File: config.mk
export PLATFORM = sky130hd
export DESIGN_NAME = fetch_unit
export DESIGN_NICKNAME = d
export VERILOG_FILES = /design/src/rtl/fetch_unit.sv
export SDC_FILE = /design/constraint.sdc
export NUM_CORES = 1
export LEC_CHECK = 0
export CAP_MARGIN = 20
export CORE_MARGIN = 2
export CORE_UTILIZATION = 45
export CTS_BUF_LIST = sky130_fd_sc_hd__clkbuf_8 sky130_fd_sc_hd__clkbuf_16
export CTS_CLUSTER_SIZE = 30
export DETAILED_ROUTE_END_ITERATION = 12
export GPL_TIMING_DRIVEN = 0
export HOLD_SLACK_MARGIN = 0.12
export PLACE_DENSITY_LB_ADDON = 0.3
export SYNTH_ARGS = -nofsm -noshare
export SYNTH_HDL_FRONTEND = slang
export SYNTH_SLANG_ARGS = --single-unit
File: constraint.sdc
create_clock -name clk_i -period 2.98 [get_ports clk_i]
set_clock_uncertainty 0.1 [all_clocks]
set_input_delay 0.447 -clock clk_i [delete_from_list [all_inputs] [get_ports clk_i]]
set_output_delay 0.447 -clock clk_i [all_outputs]
set_load 0.01 [all_outputs]
File: src/rtl/fetch_unit.sv
// Instruction-fetch stage: owns the fetch PC and keeps at most one request in
// flight to instruction memory. The fetched word is held for IF/ID until consumed.
module fetch_unit #(
  parameter logic [31:0] RESET_PC = 32'h0000_0000
) (
  input  logic        clk_i,
  input  logic        rst_ni,
  input  logic        stall_i,
  input  logic        redirect_i,
  input  logic [31:0] redirect_pc_i,
  output logic        imem_req_o,
  output logic [31:0] imem_addr_o,
  input  logic        imem_rvalid_i,
  input  logic [31:0] imem_rdata_i,
  output logic [31:0] ins_o,
  output logic [31:0] pc_o,
  output logic        valid_o,
  output logic        misalign_o
);

  typedef enum logic [1:0] {ISSUE, WAIT, DROP, FULL} state_e;

  state_e      state_q, state_d;
  logic [31:0] fpc_q, fpc_d;
  logic [31:0] ins_q, ins_d;
  logic [31:0] pc_q, pc_d;
  logic        valid_q, valid_d;
  logic        misalign_q, misalign_d;
  logic        req;

  always_ff @(posedge clk_i or negedge rst_ni) begin
    if (!rst_ni) begin
      state_q    <= ISSUE;
      fpc_q      <= RESET_PC;
      ins_q      <= '0;
      pc_q       <= '0;
      valid_q    <= 1'b0;
      misalign_q <= 1'b0;
    end else begin
      state_q    <= state_d;
      fpc_q      <= fpc_d;
      ins_q      <= ins_d;
      pc_q       <= pc_d;
      valid_q    <= valid_d;
      misalign_q <= misalign_d;
    end
  end

  always_comb begin
    state_d    = state_q;
    fpc_d      = fpc_q;
    ins_d      = ins_q;
    pc_d       = pc_q;
    valid_d    = valid_q;
    misalign_d = redirect_i && (redirect_pc_i[1:0] != 2'b00);
    req        = 1'b0;
    // Redirect always retargets the fetch PC, whatever the state does next.
    if (redirect_i) fpc_d = {redirect_pc_i[31:2], 2'b00};
    case (state_q)
      ISSUE: begin
        if (!redirect_i) begin
          req     = 1'b1;
          state_d = WAIT;
        end
      end
      WAIT: begin
        if (imem_rvalid_i && !redirect_i) begin
          ins_d   = imem_rdata_i;
          pc_d    = fpc_q;
          valid_d = 1'b1;
          fpc_d   = fpc_q + 32'd4;
          state_d = FULL;
        end else if (imem_rvalid_i) begin
          state_d = ISSUE;
        end else if (redirect_i) begin
          state_d = DROP;
        end
      end
      // The stale response must drain before a new request may go out.
      DROP: begin
        if (imem_rvalid_i) state_d = ISSUE;
      end
      FULL: begin
        if (redirect_i) begin
          valid_d = 1'b0;
          ins_d   = '0;
          pc_d    = '0;
          state_d = ISSUE;
        end else if (!stall_i) begin
          req     = 1'b1;
          valid_d = 1'b0;
          ins_d   = '0;
          pc_d    = '0;
          state_d = WAIT;
        end
      end
      default: state_d = ISSUE;
    endcase
  end

  // Gated by reset so no request leaks out while the flops are held clear.
  assign imem_req_o  = req && rst_ni;
  assign imem_addr_o = fpc_q;
  assign ins_o       = ins_q;
  assign pc_o        = pc_q;
  assign valid_o     = valid_q;
  assign misalign_o  = misalign_q;

endmodule
Word level (Yosys, flattened, before mapping)
Cells that the tools add are included.
{"block": "word_totals", "in_bits": 69, "output_inout_bits": 99, "ff_bits": 100, "word_cells": 49}
{"block": "classes", "eq_ne": 8, "add_sub_neg": 1, "mux": 25, "reduce_logical": 9}
{"operator": "32-bit two-way mux", "count": 7}
{"operator": "32-bit one-hot mux with 2 select lines", "count": 2}
{"operator": "32-bit by 3-bit adder with 32-bit output, second input constant", "count": 1}
{"operator": "2-bit two-way mux", "count": 7}
{"operator": "2-bit one-hot mux with 4 select lines", "count": 1}
{"operator": "1-bit two-way mux", "count": 6}
{"operator": "2-bit inequality test, second input constant", "count": 3}
{"operator": "2-bit equality test, second input constant", "count": 2}
{"operator": "4-bit inequality test, second input constant", "count": 1}
{"operator": "1-bit one-hot mux with 2 select lines", "count": 2}
{"operator": "4-bit AND reduction", "count": 1}
{"operator": "2-bit nonzero test", "count": 2}
{"operator": "1-bit logical AND", "count": 3}
{"operator": "3-bit inequality test, second input constant", "count": 1}
{"operator": "3-bit AND reduction", "count": 1}
{"operator": "2-bit by 1-bit equality test with 1-bit output, second input constant", "count": 1}
{"operator": "2-bit logical NOT", "count": 1}
{"operator": "1-bit logical NOT", "count": 1}

Logic depth before layout (Yosys ltp)
{"block": "logic_depth", "word_depth": 4, "ltp_mapped": 8}

Worst setup path after synthesis
No wires, ideal clock.
{"block": "synth_path", "path_kind": "flip-flop to flip-flop", "startpoint": "register state_q[1]", "endpoint": "register fpc_q[27], in the netlist imem_addr_o[27]", "arrival_ns": 1.998, "t_required_ns": 2.798, "n_path_buf": 2, "synth_period_minus_slack_ns": 2.180, "setup_ns": 0.082, "path_slack_ns": 0.800, "path_stages_with_launch": 9, "cell_sequence": "dfrtp_1 -> inv_1 -> ha_1 -> nand4_1 -> or2_1 -> buf_6 -> buf_6 -> or4_1 -> a31oi_1"}
{"block": "synth_via", "elab_chain_len": 2}
{"element": "start, declared", "line_no": "23", "text": "state_e state_q, state_d;"}
{"element": "start signal, assigned", "line_no": "40", "text": "state_q <= state_d;"}
{"element": "2-bit by 1-bit equality test with 1-bit output", "line_no": "59", "text": "case (state_q)"}
{"element": "32-bit two-way mux", "line_no": "59"}
{"element": "named net fpc_d[27]", "line_no": "24", "text": "logic [31:0] fpc_q, fpc_d;"}
{"element": "end signal, assigned", "line_no": "41", "text": "fpc_q <= fpc_d;"}
{"element": "end, declared", "line_no": "24"}
The timed path passes the listed nets, and every way through them passes these cells.
A chain may end at the register's enable or synchronous reset.

Worst setup path after layout
{"block": "layout_path", "startpoint": "register state_q[0]", "endpoint": "output imem_req_o"}
{"block": "layout_via", "elab_chain_len": 3, "elab_cells_between_ends": 4, "cone_classes": "eq/ne: 1; mux: 1; reduce/logical: 2"}
{"element": "2-bit equality test or 2-bit logical NOT (tied branches)", "line_no": "59"}
{"element": "1-bit one-hot mux with 2 select lines *", "line_no": "59"}
{"element": "1-bit logical AND *", "line_no": "102", "text": "assign imem_req_o = req && rst_ni;"}
{"element": "end, declared", "line_no": "11", "text": "output logic imem_req_o,"}
Every way passes the cells marked *; elsewhere a longest branch is shown, timed or not.

==> results by group <==
Power and ir drop
  – Pwr Density: 826 mW/mm^2
  – Worst VDD drop: 0.365 mV
  – Design Power: 5700 uW
  – Leak: 0.00286 uW

Critical path
  – FF-to-FF End: imem_addr_o[30]
  – R2r setup slk: approximately 0.34 ns
  – Crit Path Max Fanout: 19
  – Largest stage delay, worst path: 0.60 ns
  – Worst endpoint required time: 2.43 ns
  – WS Path Type: reg2out
  – Depth of the worst register-to-register path: 8
  – Worst reg2reg path startpoint: state_q[1]
  – Crit path DAT: 2.25 ns
  – Worst setup SP type: flop
  – CP Capture Type: primary output
  – Critical-path cell list: ha_2 -> clkbuf_4 -> a21oi_1 -> nor4b_1 -> clkdlybuf4s50_1
  – Max stage delay cell, worst path: clkdlybuf4s50_1

Timing
  – Max-slew violation count: 0
  – Period utilization: 93.8%
  – Post-layout minimum cycle time: 2.80 ns
  – Slew @ Worst Pin: 0.490 ns
  – Setup TNS Final: 0 ns
  – Headroom to the max-slew limit: 67.4%
  – Final setup fails: 0
  – Peak Freq: 358 MHz
  – RSZ-0062 raised after global routing: false
  – Hold Vio Cnt, Final: 0

Logic synthesis
  – Avg Cell Area, Syn: 9.31 um^2
  – Post-synthesis sequential area ratio: 52.3%
  – Post-synthesis cell area: around 0.0048 mm^2
  – Cells after synthesis: between 500 and 600
  – Yosys cell types: 41
  – Async S/R FF share, synth: 100%
  – Net Count, Synth: 589
  – EDFF count, synth: 0
  – Post-synthesis register bit count: 100
  – Synth top area share: 52.3%
  – Warnings, synthesis: 0
  – Synth area leader: dfrtp_1
  – Top cells by area, synth: dfrtp_1 52%, nand2b_1 7.8%, o21ai_0 7.8%
  – Main synth FF type: dfrtp_1

GRT
  – Total track usage: 24.1%
  – Initial antenna violation count: 0
  – Largest net degree at the start of global routing: between 50 and 60
  – First-pass GRT wire length: about 22 mm
  – Vias in the first global route: 4290
  – Total global routing overflow: 0

Floorplanning
  – Die Span Y: 107 um
  – Initial Util: between 40% and 50%
  – FP Rows: 37
  – Core Area: a little over 0.01 mm^2
  – Die W: 107 um
  – Die Area: 0.0115 mm^2
  – I/O Pins: 168

Clock network
  – TritonCTS buffer count: 9
  – CTS root buf: clkbuf_8
  – H-tree lvl count: 3
  – CTS Sinks: 100
  – Max clock buf depth: 2
  – CTS clk-pin slew, worst paths: 0.10 ns
  – TritonCTS clock tree: done
  – Skew-Pair Late Insertion Delay: 0.37 ns

Final layout
  – Register area: approximately 0.0025 mm^2
  – Final #Nets: 768
  – Fillcell total: 837
  – Most common cell after layout, fill and taps aside: clkdlybuf4s50_1
  – Fraction of layout instances using a drive strength above 1: 4.30%
  – Fin util: 66.8%
  – Multi-input logic area: 0.00210 mm^2
  – Post-route cell area: 0.00690 mm^2
  – Area growth syn-to-layout: 44.1%
  – Leading cell types in the layout, fill and taps excluded: 165 x clkdlybuf4s50_1, 100 x dfrtp_1, 90 x nand2_1, 75 x o21ai_0, 60 x nand2b_1
  – Diode count: 0

Route
  – Via count: 4464
  – Final ANT Viol Nets: 0
  – DRT Pass-1 Iters: 5
  – Number of DRC markers in iteration 0: slightly above 300
  – Vias per Instance: roughly 5.4
  – # DRC: 0
  – Total routed wirelength: between 10 and 15 mm
  – Average wire per standard cell: approximately 16 um

Status
  – Status: completed

Placement
  – Placed cell area: 0.00664 mm^2
  – Routability cong.: 0.913
  – Port Buffers: 166
  – Placed wire-length estimate: 10.1 mm

Min path
  – Hold Path Stages: 2
  – Hold Startpoint: ins_o[6]
  – Hold EP: ins_o[6]
  – HP Class: reg2reg

Run
  – Max-cap viol count: 0
-- cell type report --
cell class,count,area share [%]
buffer,35,2.27
clock buffer,9,1.80
clock inverter,7,1.34
inverter,7,0.381
multi-input combinational,371,30.5
sequential,100,36.3
tap,136,2.47
timing repair buffer,169,25.0
-- Yosys cell counts (4+ instances only) --
master and number:
nand4_1 12, o21ai_0 75, clkbuf_1 31, inv_1 6, xor2_1 4, nor2_1 21
nand2_1 90, nand3_1 8, and3_1 8, or4_1 15, xnor2_1 8, nand2b_1 60
a31oi_1 15, ha_1 6, o31ai_1 16, dfrtp_1 100
-- worst max-delay path by stage --
stage / start / slack, ns / endpoint / depth (start not counted)
CTS: state_q[0] / 0.05 / imem_req_o / 5
global route: state_q[0] / 0.02 / imem_req_o / 5
finish: state_q[0] / 0.18 / imem_req_o / 5
global placement: rst_ni / -2.78 / imem_req_o / 3
floorplan: state_q[1] / 0.80 / imem_addr_o[27] / 8
detailed placement: state_q[0] / 0.008 / imem_req_o / 6
-- cell families after synthesis --
logic type | share of synthesized area, %
buffers and inverters | 3.82
xor gates and xnor gates | 2.20
DFF | 52.3
muxes | 1.10
AOI/OAI and AO/OA | 13.5
adders and majority gates | 1.57
and+or+nand+nor | 25.6
-- critical path, delay by kind of cell, from the launching register on --
family,cells,cell delay [ns]
AO/OA/AOI/OAI,1,0.09
adder cells (fa/ha/maj),1,0.27
buffers and inverters,2,0.87
flip-flops,1,0.39
AND/OR/NAND/NOR,1,0.25
-- where the power goes --
group          internal [uW]  switching [uW]
Clock                    470             469
Sequential              1840             320
Combinational           1300            1300
Total                   3610            2090
-- registers in the layout, summed over array words and instances (netlist names) --
name / count
imem_addr_o: 32
ins_o: 32
misalign_o: 1
pc_o: 32
state_q: 2
valid_o: 1
-- timing repair --
item | 4_1_cts | 5_1_grt
setup buffers | 0 | 0
hold buffers | 2 | 0
resized for setup | 2 | 1
endpoints found under the hold margin | 45 | 0
endpoints found under the setup margin | 1 | 1
pin swaps | 0 | 0
-- through the flow --
stage	hold slack, ns	setup WS, ns	std cells
after floorplan	0.0514	0.800	514
after global placement	0.360	-2.78	816
after detailed placement	0.369	0.00757	817
after CTS	0.390	0.0467	834
after global routing	0.407	0.0229	834
final	0.383	0.184	834
-- per-layer routing --
| metal | share of wire [%] | vias to the layer above | track usage [%] |
|---|---|---|---|
| met2 | 49 | 173 | 39.1 |
| met5 | 0 | - | 0 |
| met3 | 5.0 | 23 | 2.49 |
| met1 | 44 | 2134 | 33.5 |
| li1 | - | 2134 | - |
| met4 | 2.0 | 0 | 9.37 |
Power figures use the tool's default switching activity.
